**src/rtl/sao_lcu_feeder_if.sv**
```systemverilog
// sao_lcu_feeder_if
// Groups the three buses around the SAO feeder:
//   image SRAM   : img_rd, img_addr -> ; <- img_q (1-cycle read latency)
//   param ROM    : par_rd, par_addr -> ; <- par_q (1-cycle read latency)
//   SAO stream   : in_en, din, sao_*, lcu_x, lcu_y, lcu_size -> ; <- busy
// master = feeder side, slave = memories/SAO side.
interface sao_lcu_feeder_if #(
    parameter int AW = 14
);
    logic          img_rd;
    logic [AW-1:0] img_addr;
    logic [7:0]    img_q;
    logic          par_rd;
    logic [5:0]    par_addr;
    logic [23:0]   par_q;
    logic          busy;
    logic          in_en;
    logic [7:0]    din;
    logic [1:0]    sao_type;
    logic [4:0]    sao_band_pos;
    logic          sao_eo_class;
    logic [15:0]   sao_offset;
    logic [2:0]    lcu_x;
    logic [2:0]    lcu_y;
    logic [1:0]    lcu_size;

    modport master (
        output img_rd, img_addr, par_rd, par_addr,
        output in_en, din, sao_type, sao_band_pos, sao_eo_class, sao_offset,
        output lcu_x, lcu_y, lcu_size,
        input  img_q, par_q, busy
    );

    modport slave (
        input  img_rd, img_addr, par_rd, par_addr,
        input  in_en, din, sao_type, sao_band_pos, sao_eo_class, sao_offset,
        input  lcu_x, lcu_y, lcu_size,
        output img_q, par_q, busy
    );
endinterface

```
**src/rtl/sao_lcu_feeder.sv**
```systemverilog
// sao_lcu_feeder
// Reads a raster-ordered IMG_W x IMG_W 8-bit frame from the image SRAM and
// re-orders it into LCU-major, row-major-within-LCU order for the SAO stage,
// fetching each LCU's parameters from the parameter ROM before its pixels.
// Ports:
//   clk, reset    : clock (rising edge), asynchronous active-high reset
//   start         : 1-cycle pulse, begins a frame (ignored while active)
//   lcu_size_i    : 0=16x16, 1=32x32, 2/3=64x64, latched at start
//   active, done  : frame in progress / frame finished (level)
//   bus (master)  : image SRAM, parameter ROM and SAO stream signals
//
// state     | meaning
// ----------+-------------------------------------------------------
// IDLE      | waiting for start
// PARAM_RD  | par_rd asserted with par_addr = n
// PARAM_CAP | par_q captured into sao_*, lcu_x/lcu_y updated
// STREAM    | issuing image reads for the current LCU
// DRAIN     | waiting for the LCU's last beat to be accepted
// DONE      | frame finished, returns to IDLE (start accepted here too)
module sao_lcu_feeder #(
    parameter int IMG_W = 128,
    parameter int AW    = 14
) (
    input  logic       clk,
    input  logic       reset,
    input  logic       start,
    input  logic [1:0] lcu_size_i,
    output logic       active,
    output logic       done,
    sao_lcu_feeder_if.master bus
);
    localparam int CW = $clog2(IMG_W);

    typedef enum logic [2:0] {
        ST_IDLE,
        ST_PARAM_RD,
        ST_PARAM_CAP,
        ST_STREAM,
        ST_DRAIN,
        ST_DONE
    } state_t;

    state_t state, state_nxt;

    logic [5:0]    n;
    logic [5:0]    px, py;
    logic [1:0]    lcu_size_q;
    logic [2:0]    lcu_x_q, lcu_y_q;
    logic [1:0]    type_q;
    logic [4:0]    band_q;
    logic          eo_q;
    logic [15:0]   offset_q;

    logic [2:0]    lg;
    logic [5:0]    s_max;
    logic [5:0]    n_max;
    logic [2:0]    x_mask;
    logic [1:0]    y_shift;

    logic [7:0]    fifo_mem [2];
    logic          wr_ptr, rd_ptr;
    logic [1:0]    count;
    logic          inflight;

    logic          pop, room;
    logic          start_ok, drain_ok, last_read;
    logic [CW-1:0] row, col;

    // Geometry from the latched size: log2(S), S-1, N*N-1, and how to split n
    // into (lcu_x, lcu_y). Size 3 is handled as 64x64.
    always_comb begin
        case (lcu_size_q)
            2'd0: begin
                lg = 3'd4; s_max = 6'd15; n_max = 6'd63; x_mask = 3'd7; y_shift = 2'd3;
            end
            2'd1: begin
                lg = 3'd5; s_max = 6'd31; n_max = 6'd15; x_mask = 3'd3; y_shift = 2'd2;
            end
            default: begin
                lg = 3'd6; s_max = 6'd63; n_max = 6'd3; x_mask = 3'd1; y_shift = 2'd1;
            end
        endcase
    end

    assign row          = (CW'(lcu_y_q) << lg) + CW'(py);
    assign col          = (CW'(lcu_x_q) << lg) + CW'(px);
    assign bus.img_addr = AW'(row) * AW'(IMG_W) + AW'(col);
    assign bus.par_addr = n;

    assign bus.in_en        = (count != 2'd0);
    assign bus.din          = fifo_mem[rd_ptr];
    assign bus.sao_type     = type_q;
    assign bus.sao_band_pos = band_q;
    assign bus.sao_eo_class = eo_q;
    assign bus.sao_offset   = offset_q;
    assign bus.lcu_x        = lcu_x_q;
    assign bus.lcu_y        = lcu_y_q;
    assign bus.lcu_size     = lcu_size_q;

    assign pop = bus.in_en & ~bus.busy;
    // Reads in flight land in the FIFO next cycle; the pop this cycle frees a
    // slot early, which is what keeps one beat per clock when busy is low.
    assign room = ({1'b0, count} + {2'b00, inflight}) < (3'd2 + {2'b00, pop});

    always_ff @(posedge clk or posedge reset) begin
        if (reset) begin
            state <= ST_IDLE;
        end else begin
            state <= state_nxt;
        end
    end

    always_comb begin
        state_nxt  = state;
        bus.img_rd = 1'b0;
        bus.par_rd = 1'b0;
        start_ok   = 1'b0;
        drain_ok   = 1'b0;
        last_read  = 1'b0;
        case (state)
            ST_IDLE, ST_DONE: begin
                if (start) begin
                    start_ok  = 1'b1;
                    state_nxt = ST_PARAM_RD;
                end else begin
                    state_nxt = ST_IDLE;
                end
            end
            ST_PARAM_RD: begin
                bus.par_rd = 1'b1;
                state_nxt  = ST_PARAM_CAP;
            end
            ST_PARAM_CAP: begin
                state_nxt = ST_STREAM;
            end
            ST_STREAM: begin
                bus.img_rd = room;
                last_read  = room && (px == s_max) && (py == s_max);
                if (last_read) begin
                    state_nxt = ST_DRAIN;
                end
            end
            ST_DRAIN: begin
                // Leave on the edge that accepts the LCU's last beat.
                drain_ok = !inflight && ((count == 2'd0) || ((count == 2'd1) && pop));
                if (drain_ok) begin
                    state_nxt = (n == n_max) ? ST_DONE : ST_PARAM_RD;
                end
            end
            default: begin
                state_nxt = ST_IDLE;
            end
        endcase
    end

    always_ff @(posedge clk or posedge reset) begin
        if (reset) begin
            active      <= 1'b0;
            done        <= 1'b0;
            n           <= '0;
            px          <= '0;
            py          <= '0;
            lcu_size_q  <= '0;
            lcu_x_q     <= '0;
            lcu_y_q     <= '0;
            type_q      <= '0;
            band_q      <= '0;
            eo_q        <= 1'b0;
            offset_q    <= '0;
            fifo_mem[0] <= '0;
            fifo_mem[1] <= '0;
            wr_ptr      <= 1'b0;
            rd_ptr      <= 1'b0;
            count       <= '0;
            inflight    <= 1'b0;
        end else begin
            inflight <= bus.img_rd;
            if (inflight) begin
                fifo_mem[wr_ptr] <= bus.img_q;
                wr_ptr           <= ~wr_ptr;
            end
            if (pop) begin
                rd_ptr <= ~rd_ptr;
            end
            count <= count + {1'b0, inflight} - {1'b0, pop};

            if (start_ok) begin
                active     <= 1'b1;
                done       <= 1'b0;
                lcu_size_q <= lcu_size_i;
                n          <= '0;
                px         <= '0;
                py         <= '0;
            end

            if (state == ST_PARAM_CAP) begin
                type_q   <= bus.par_q[23:22];
                band_q   <= bus.par_q[21:17];
                eo_q     <= bus.par_q[16];
                offset_q <= bus.par_q[15:0];
                lcu_x_q  <= n[2:0] & x_mask;
                lcu_y_q  <= 3'(n >> y_shift);
            end

            if (bus.img_rd) begin
                if (px == s_max) begin
                    px <= '0;
                    py <= (py == s_max) ? 6'd0 : py + 6'd1;
                end else begin
                    px <= px + 6'd1;
                end
            end

            if (drain_ok) begin
                if (n == n_max) begin
                    active <= 1'b0;
                    done   <= 1'b1;
                end else begin
                    n <= n + 6'd1;
                end
            end
        end
    end
endmodule

```
**src/flat_wrapper.sv**
```systemverilog
// flat-port wrapper written by rule: the top's interface ports become plain ports
module sao_lcu_feeder_flat 
#(
    parameter int IMG_W = 128,
    parameter int AW    = 14
)
  (clk, reset, start, lcu_size_i, active, done, bus_img_rd, bus_img_addr, bus_par_rd, bus_par_addr, bus_in_en, bus_din, bus_sao_type, bus_sao_band_pos, bus_sao_eo_class, bus_sao_offset, bus_lcu_x, bus_lcu_y, bus_lcu_size, bus_img_q, bus_par_q, bus_busy);
  sao_lcu_feeder_if #(.AW(AW)) bus_i ();
  input  logic clk;
  input  logic reset;
  input  logic start;
  input  logic [1:0] lcu_size_i;
  output logic active;
  output logic done;
  output wire logic [$bits(bus_i.img_rd)-1:0] bus_img_rd;
  output wire logic [$bits(bus_i.img_addr)-1:0] bus_img_addr;
  output wire logic [$bits(bus_i.par_rd)-1:0] bus_par_rd;
  output wire logic [$bits(bus_i.par_addr)-1:0] bus_par_addr;
  output wire logic [$bits(bus_i.in_en)-1:0] bus_in_en;
  output wire logic [$bits(bus_i.din)-1:0] bus_din;
  output wire logic [$bits(bus_i.sao_type)-1:0] bus_sao_type;
  output wire logic [$bits(bus_i.sao_band_pos)-1:0] bus_sao_band_pos;
  output wire logic [$bits(bus_i.sao_eo_class)-1:0] bus_sao_eo_class;
  output wire logic [$bits(bus_i.sao_offset)-1:0] bus_sao_offset;
  output wire logic [$bits(bus_i.lcu_x)-1:0] bus_lcu_x;
  output wire logic [$bits(bus_i.lcu_y)-1:0] bus_lcu_y;
  output wire logic [$bits(bus_i.lcu_size)-1:0] bus_lcu_size;
  input wire logic [$bits(bus_i.img_q)-1:0] bus_img_q;
  input wire logic [$bits(bus_i.par_q)-1:0] bus_par_q;
  input wire logic [$bits(bus_i.busy)-1:0] bus_busy;
  assign bus_img_rd = bus_i.img_rd;
  assign bus_img_addr = bus_i.img_addr;
  assign bus_par_rd = bus_i.par_rd;
  assign bus_par_addr = bus_i.par_addr;
  assign bus_in_en = bus_i.in_en;
  assign bus_din = bus_i.din;
  assign bus_sao_type = bus_i.sao_type;
  assign bus_sao_band_pos = bus_i.sao_band_pos;
  assign bus_sao_eo_class = bus_i.sao_eo_class;
  assign bus_sao_offset = bus_i.sao_offset;
  assign bus_lcu_x = bus_i.lcu_x;
  assign bus_lcu_y = bus_i.lcu_y;
  assign bus_lcu_size = bus_i.lcu_size;
  assign bus_i.img_q = bus_img_q;
  assign bus_i.par_q = bus_par_q;
  assign bus_i.busy = bus_busy;
  sao_lcu_feeder #(.IMG_W(IMG_W), .AW(AW)) u_core (.clk(clk), .reset(reset), .start(start), .lcu_size_i(lcu_size_i), .active(active), .done(done), .bus(bus_i));
endmodule
```
**config.mk**
```make
export PLATFORM = sky130hd
export DESIGN_NAME = sao_lcu_feeder_flat
export DESIGN_NICKNAME = d
export VERILOG_FILES = /design/src/rtl/sao_lcu_feeder_if.sv /design/src/rtl/sao_lcu_feeder.sv /design/src/flat_wrapper.sv
export SDC_FILE = /design/constraint.sdc
export NUM_CORES = 1
export LEC_CHECK = 0
export BUFFER_PORTS_ARGS = -buffer_cell sky130_fd_sc_hd__buf_4
export CORE_MARGIN = 2
export CORE_UTILIZATION = 50
export CTS_CLUSTER_DIAMETER = 60
export DETAILED_ROUTE_END_ITERATION = 6
export GPL_ROUTABILITY_DRIVEN = 1
export PLACE_DENSITY = 0.76
export SETUP_SLACK_MARGIN = 0.02
export SYNTH_ARGS = -nofsm -noshare
export SYNTH_HDL_FRONTEND = slang
export SYNTH_SLANG_ARGS = --single-unit
```
**constraint.sdc**
```tcl
create_clock -name clk -period 2.88 [get_ports clk]
set_input_delay 0.288 -clock clk [delete_from_list [all_inputs] [get_ports clk]]
set_output_delay 0.288 -clock clk [all_outputs]
set_load 0.05 [all_outputs]
```
# --- Word level (Yosys, flattened, before mapping) ---
# Index checks and enable logic that the tools add are counted.
totals:
  register_bits: 76
  in_bits: 38
  word_cells: 106
classes:
  n_addsub: 10
  order_cmp: 4
  n_eq_ne: 12
  shifts: 3
  n_mux: 37
  bitwise: 7
  n_reduce_logical: 14
op_table:
  columns: ["operator", "count"]
  rows:
  - ["2-to-1 mux 6 bit", 10]
  - ["2-to-1 mux 8 bit", 4]
  - ["one-hot mux 6 bit (2 select lines)", 2]
  - ["adder 6 x 1 -> 6 bit (second input constant)", 3]
  - ["equality test 6 bit", 3]
  - ["bitwise mux 16 bit", 1]
  - ["one-hot mux 3 bit (5 select lines)", 1]
  - ["adder 14 x 7 -> 14 bit", 1]
  - ["adder 7 x 6 -> 7 bit", 2]
  - ["<< shifter 3 x 3 -> 7 bit", 2]
  - ["2-to-1 mux 1 bit", 12]
  - ["2-to-1 mux 3 bit", 3]
  - ["demux 8 bit (select 1 bit)", 1]
  - ["one-hot mux 2 bit (2 select lines)", 2]
  - ["equality test 3 x 2 -> 1 bit (second input constant)", 2]
  - ["equality test 3 bit (second input constant)", 2]
  - ["one-hot mux 3 bit (2 select lines)", 1]
  - [">> shifter 6 x 2 -> 3 bit", 1]
  - ["logical AND 1 bit", 5]
  - ["equality test 2 x 1 -> 1 bit (second input constant)", 2]
  - [">= comparator 2 bit (second input constant)", 2]
  - ["zero test 2 bit", 2]
  - ["!= test 2 x 1 -> 1 bit (second input constant)", 2]
  - ["NOT 1 -> 2 bit", 2]
  - ["other kinds (16)", 19]

# --- Depth between registers and ports, before layout ---
depth:
  ltp_word: 8
  mapped_depth: 7
  ltp_nobuf: 7

# --- Worst setup path after synthesis ---
# OpenSTA, ideal clock, no wires.
synth_timing:
  path_kind: "flip-flop to output port"
  from: "register u_core.lcu_size_q[1] (netlist: u_core.bus.lcu_size[1])"
  to: "output bus_img_addr[6]"
  t_arrival_ns: 2.551
  required_time_ns: 2.592
  setup_slack_ns: 0.041
  path_stages_with_launch: 6
  cell_sequence: "dfrtp_1 buf_6 clkbuf_1 or2_2 fa_1 xnor2_1"
synth_between:
  elab_chain_cells: 5
synth_rtl:
  columns: ["element", "line", "source"]
  rows:
  - ["start: declaration", "sao_lcu_feeder.sv:47", "logic [1:0] lcu_size_q;"]
  - ["start signal: assignment", "sao_lcu_feeder.sv:190", "lcu_size_q <= lcu_size_i;"]
  - ["equality test 2 x 1 -> 1 bit / zero test 2 bit (equally long branches)", "sao_lcu_feeder.sv:72", "case (lcu_size_q)"]
  - ["one-hot mux 2 bit (2 select lines) (*)", "sao_lcu_feeder.sv:72", null]
  - ["<< shifter 3 x 3 -> 7 bit (*)", "sao_lcu_feeder.sv:86", "assign col = (CW'(lcu_x_q) << lg) + CW'(px);"]
  - ["adder 7 x 6 -> 7 bit (*)", "sao_lcu_feeder.sv:86", null]
  - ["adder 14 x 7 -> 14 bit (*)", "sao_lcu_feeder.sv:87", "assign bus.img_addr = AW'(row) * AW'(IMG_W) + AW'(col);"]
  - ["end: declaration", "flat_wrapper.sv:16", "output wire logic [$bits(bus_i.img_addr)-1:0] bus_img_addr;"]
# Every way passes the cells marked *; elsewhere a longest branch is shown, timed or not.

# --- Worst setup path in the final report ---
layout_timing:
  from: "register u_core.lcu_size_q[0] (netlist: u_core.bus.lcu_size[0])"
  to: "output bus_img_addr[6]"
# Same word-level chain as after synthesis.

==> results_dict.tcl <==
set metrics [dict create \
    syn-cell-area_um2 3880 \
    start_util 0.510 \
    vias 2998 \
    core_region_area_um2 7610 \
    outcome "complete, no violations" \
    postCtsHoldBufs 0 \
    final_core_util 0.641 \
    critical_path.endpoint_type "primary output" \
    post_route_cells_drive_above_1_share 0.332 \
    path_max_fanout 11 \
    critical_path.max_stage_delay_ps 570 \
    routed_wirelength_mm 8.59 \
    timing.critical_path.cells "nor2_4 -> and2_1 -> ha_1 -> inv_1 -> fa_1 -> xnor2_1 -> buf_4" \
    arr_time_crit_path_ps 2260 \
    avgSynthCellArea_um2 9.83 \
    timing.setup.tns_ps 0 \
    synth_enable_flop_cells 0 \
    first_global_vias 3053 \
    cp.buffers_inverters 2 \
    fin_skew_ps 11.7 \
    mappedNetlistNets 444 \
    ys_seq_elements 76 \
    clk-insertion-delay-late_ps 340 \
    yosys.area.top_type "sky130_fd_sc_hd__dfrtp_1" \
    die-area_um2 8490 \
    final.fill_count 626 \
    worstSetupPathType "reg -> out" \
    timing.final.crit_period_ps 2550 \
    grt_pass1_wl_mm 14.3 \
    flow.area_growth_from_synthesis_pct 25.5 \
    timing.max_slew.rel_slack 0.493 \
    critPathRequiredTime_ps 2590 \
    worstReg2RegStart "u_core.inflight$_DFF_PP0_" \
    nets 535 \
    firstDrtPassIters 4 \
    p_per_area_nw_per_um2 800 \
    synth_top_area_share 0.490 \
    gpl_congestion 0.831 \
    synth_cell_types 52 \
    synth_top_cells_by_count "sky130_fd_sc_hd__nand2_1, sky130_fd_sc_hd__dfrtp_1, sky130_fd_sc_hd__mux2_2, sky130_fd_sc_hd__nor2_1, sky130_fd_sc_hd__o21ai_0" \
    number_of_diodes 0 \
    x_dimension_of_the_die_um 92.1 \
    static-leakage-power_nw 2.32 \
    synth_cells 395 \
    r2r_end "u_core.py[2]$_DFF_PP0_" \
    clkTransAtPathRegs_ps 90 \
    grt.overflow.total 0 \
    cts_inserted_buffers 9 \
    wl_per_cell_um 14.5 \
    rsz0062_at_grt "false" \
    design_power_total_mw 3.90 \
    dpl.hpwl_mm 6.24 \
    async_flop_share 1.00 \
    routed_via_density 5.06 \
    timing_worst_slew_pin_value_ps 759 \
    timing.final.setup_violations 0 \
    groute.usage.overall 0.212 \
    clockRootBuffer "sky130_fd_sc_hd__clkbuf_8" \
    floorplan.die.height_um 92.1 \
    clock_sink_count 76 \
    tritoncts "done" \
    detail-route-antenna-nets 0 \
    postCtsSetupRepairBufs 0 \
    dr.first_iter.drc_count 143 \
    grt_max_degree 51 \
    timing.final.hold_violations 0 \
    placement_rows 32 \
    synth_area_leaders "sky130_fd_sc_hd__dfrtp_1, sky130_fd_sc_hd__nand2_1, sky130_fd_sc_hd__mux2_2" \
    timing.final.max_slew_violations 0 \
    final.period_utilization 0.886 \
    synth.most_common_cell "sky130_fd_sc_hd__nand2_1" \
    holdWs_ps 2.85 \
    ys_warn_count 0 \
    setup.worst_path.start "u_core.bus.lcu_size[0]$_DFFE_PP0P_" \
    setup.worst_path.start_class "flop" \
    multi_input_area_um2 1780 \
    clk_path_buf_depth 2 \
    timing.fmax_mhz 392 \
    port_buffers 102 \
    synthFlopType "sky130_fd_sc_hd__dfrtp_1" \
    synth.yosys.seq_area_share 0.490 \
    ctsResizeCount 0 \
    ff2ff_setup_slack_ps 730 \
    antenna_violations_before_repair 0 \
    i_o_pin_count 103 \
    htree_num_levels 3 \
    power.ir.vdd_worst_mv 0.613 \
    timing.critical_path.slowest_stage_cell "sky130_fd_sc_hd__dfrtp_1" \
    drcViolationCount 0 \
    worstRegToRegCells 5 \
    worst_path_dominant_cell_family "flip-flops" \
    worstHoldPathType "in -> async" \
    maxCapViolations 0 \
    layout.area.seq_um2 1900 \
]
[power by group]
part           switching, mW  total (mW)  leakage, nW  internal (mW)
combinational          0.995        1.62         1.35          0.621
sequential             0.168        1.43        0.866           1.26
clock                  0.404       0.854        0.102          0.449
total                   1.57        3.90         2.32           2.33
[cell families (layout without fill, tap and decap cells)]
| logic type | Yosys count | count (layout) | share of synthesized area |
|---|---|---|---|
| buf+inv | 38 | 134 | 0.0512 |
| flops | 76 | 76 | 0.490 |
| fa+ha+maj | 11 | 11 | 0.0393 |
| mux | 38 | 38 | 0.106 |
| xor+xnor | 11 | 11 | 0.0248 |
| simple gates | 181 | 181 | 0.217 |
| compound gates | 40 | 40 | 0.0715 |
[stage by stage]
step                setup slack (ps)  std cells  instance area, µm²
floorplan                       40.5        395                3880
global placement                 688        577                4660
detailed placement               671        577                4660
CTS                              305        593                4870
global route                     178        593                4870
finish                           328        593                4870
[cells in the final DEF, fill, tap and decap left out, types with 3 or more instances in the layout]
| cell type | Yosys | layout |
|---|---|---|
| sky130_fd_sc_hd__o21ai_0 | 14 | 14 |
| sky130_fd_sc_hd__mux2i_1 | 12 | 12 |
| sky130_fd_sc_hd__clkbuf_8 | 0 | 11 |
| sky130_fd_sc_hd__inv_1 | 13 | 12 |
| sky130_fd_sc_hd__buf_4 | 8 | 104 |
| sky130_fd_sc_hd__a21oi_1 | 4 | 4 |
| sky130_fd_sc_hd__nand3_1 | 10 | 10 |
| sky130_fd_sc_hd__ha_1 | 9 | 9 |
| sky130_fd_sc_hd__and2_1 | 5 | 5 |
| sky130_fd_sc_hd__xnor2_1 | 8 | 8 |
| sky130_fd_sc_hd__nor2_1 | 17 | 16 |
| sky130_fd_sc_hd__nor3_1 | 7 | 7 |
| sky130_fd_sc_hd__or2_2 | 5 | 5 |
| sky130_fd_sc_hd__nand3b_1 | 4 | 4 |
| sky130_fd_sc_hd__mux2_2 | 26 | 26 |
| sky130_fd_sc_hd__xor2_1 | 3 | 3 |
| sky130_fd_sc_hd__dfrtp_1 | 76 | 76 |
| sky130_fd_sc_hd__a21o_1 | 3 | 3 |
| sky130_fd_sc_hd__nand2_1 | 110 | 110 |
[area by class of cell]
class | instances | share of cell area
flip-flops and latches | 76 | 0.390
clock inverters | 5 | 0.0121
multi-input cells | 281 | 0.366
clock buffers | 11 | 0.0311
well taps | 102 | 0.0262
repair buffers | 105 | 0.164
inverters | 13 | 0.0100
[metal layers]
layer | vias to the layer above | part of all wire | GRT usage
met5 | - | 0 | 0
met4 | 0 | 0.016 | 0.0709
met3 | 14 | 0.047 | 0.0345
met2 | 74 | 0.50 | 0.355
met1 | 1419 | 0.44 | 0.280
li1 | 1491 | - | -
[flip-flops by register name, indices dropped and copies added (netlist names), 3 cells and up]
register	flops
u_core.bus.sao_offset	16
u_core.fifo_mem	16
u_core.bus.par_addr	6
u_core.px	6
u_core.py	6
u_core.bus.sao_band_pos	5
u_core.bus.lcu_x	3
u_core.bus.lcu_y	3
u_core.state	3
[worst max-delay path by stage]
| stage | to | slack [ps] | depth (start not counted) |
|---|---|---|---|
| floorplan | bus_img_addr[6] | 40 | 5 |
| global placement | bus_img_addr[6] | 690 | 7 |
| detailed placement | bus_img_addr[6] | 670 | 7 |
| CTS | bus_img_addr[6] | 310 | 7 |
| global route | bus_img_rd | 180 | 5 |
| finish | bus_img_addr[6] | 330 | 7 |
No activity file was read; power rests on OpenSTA's default activity.
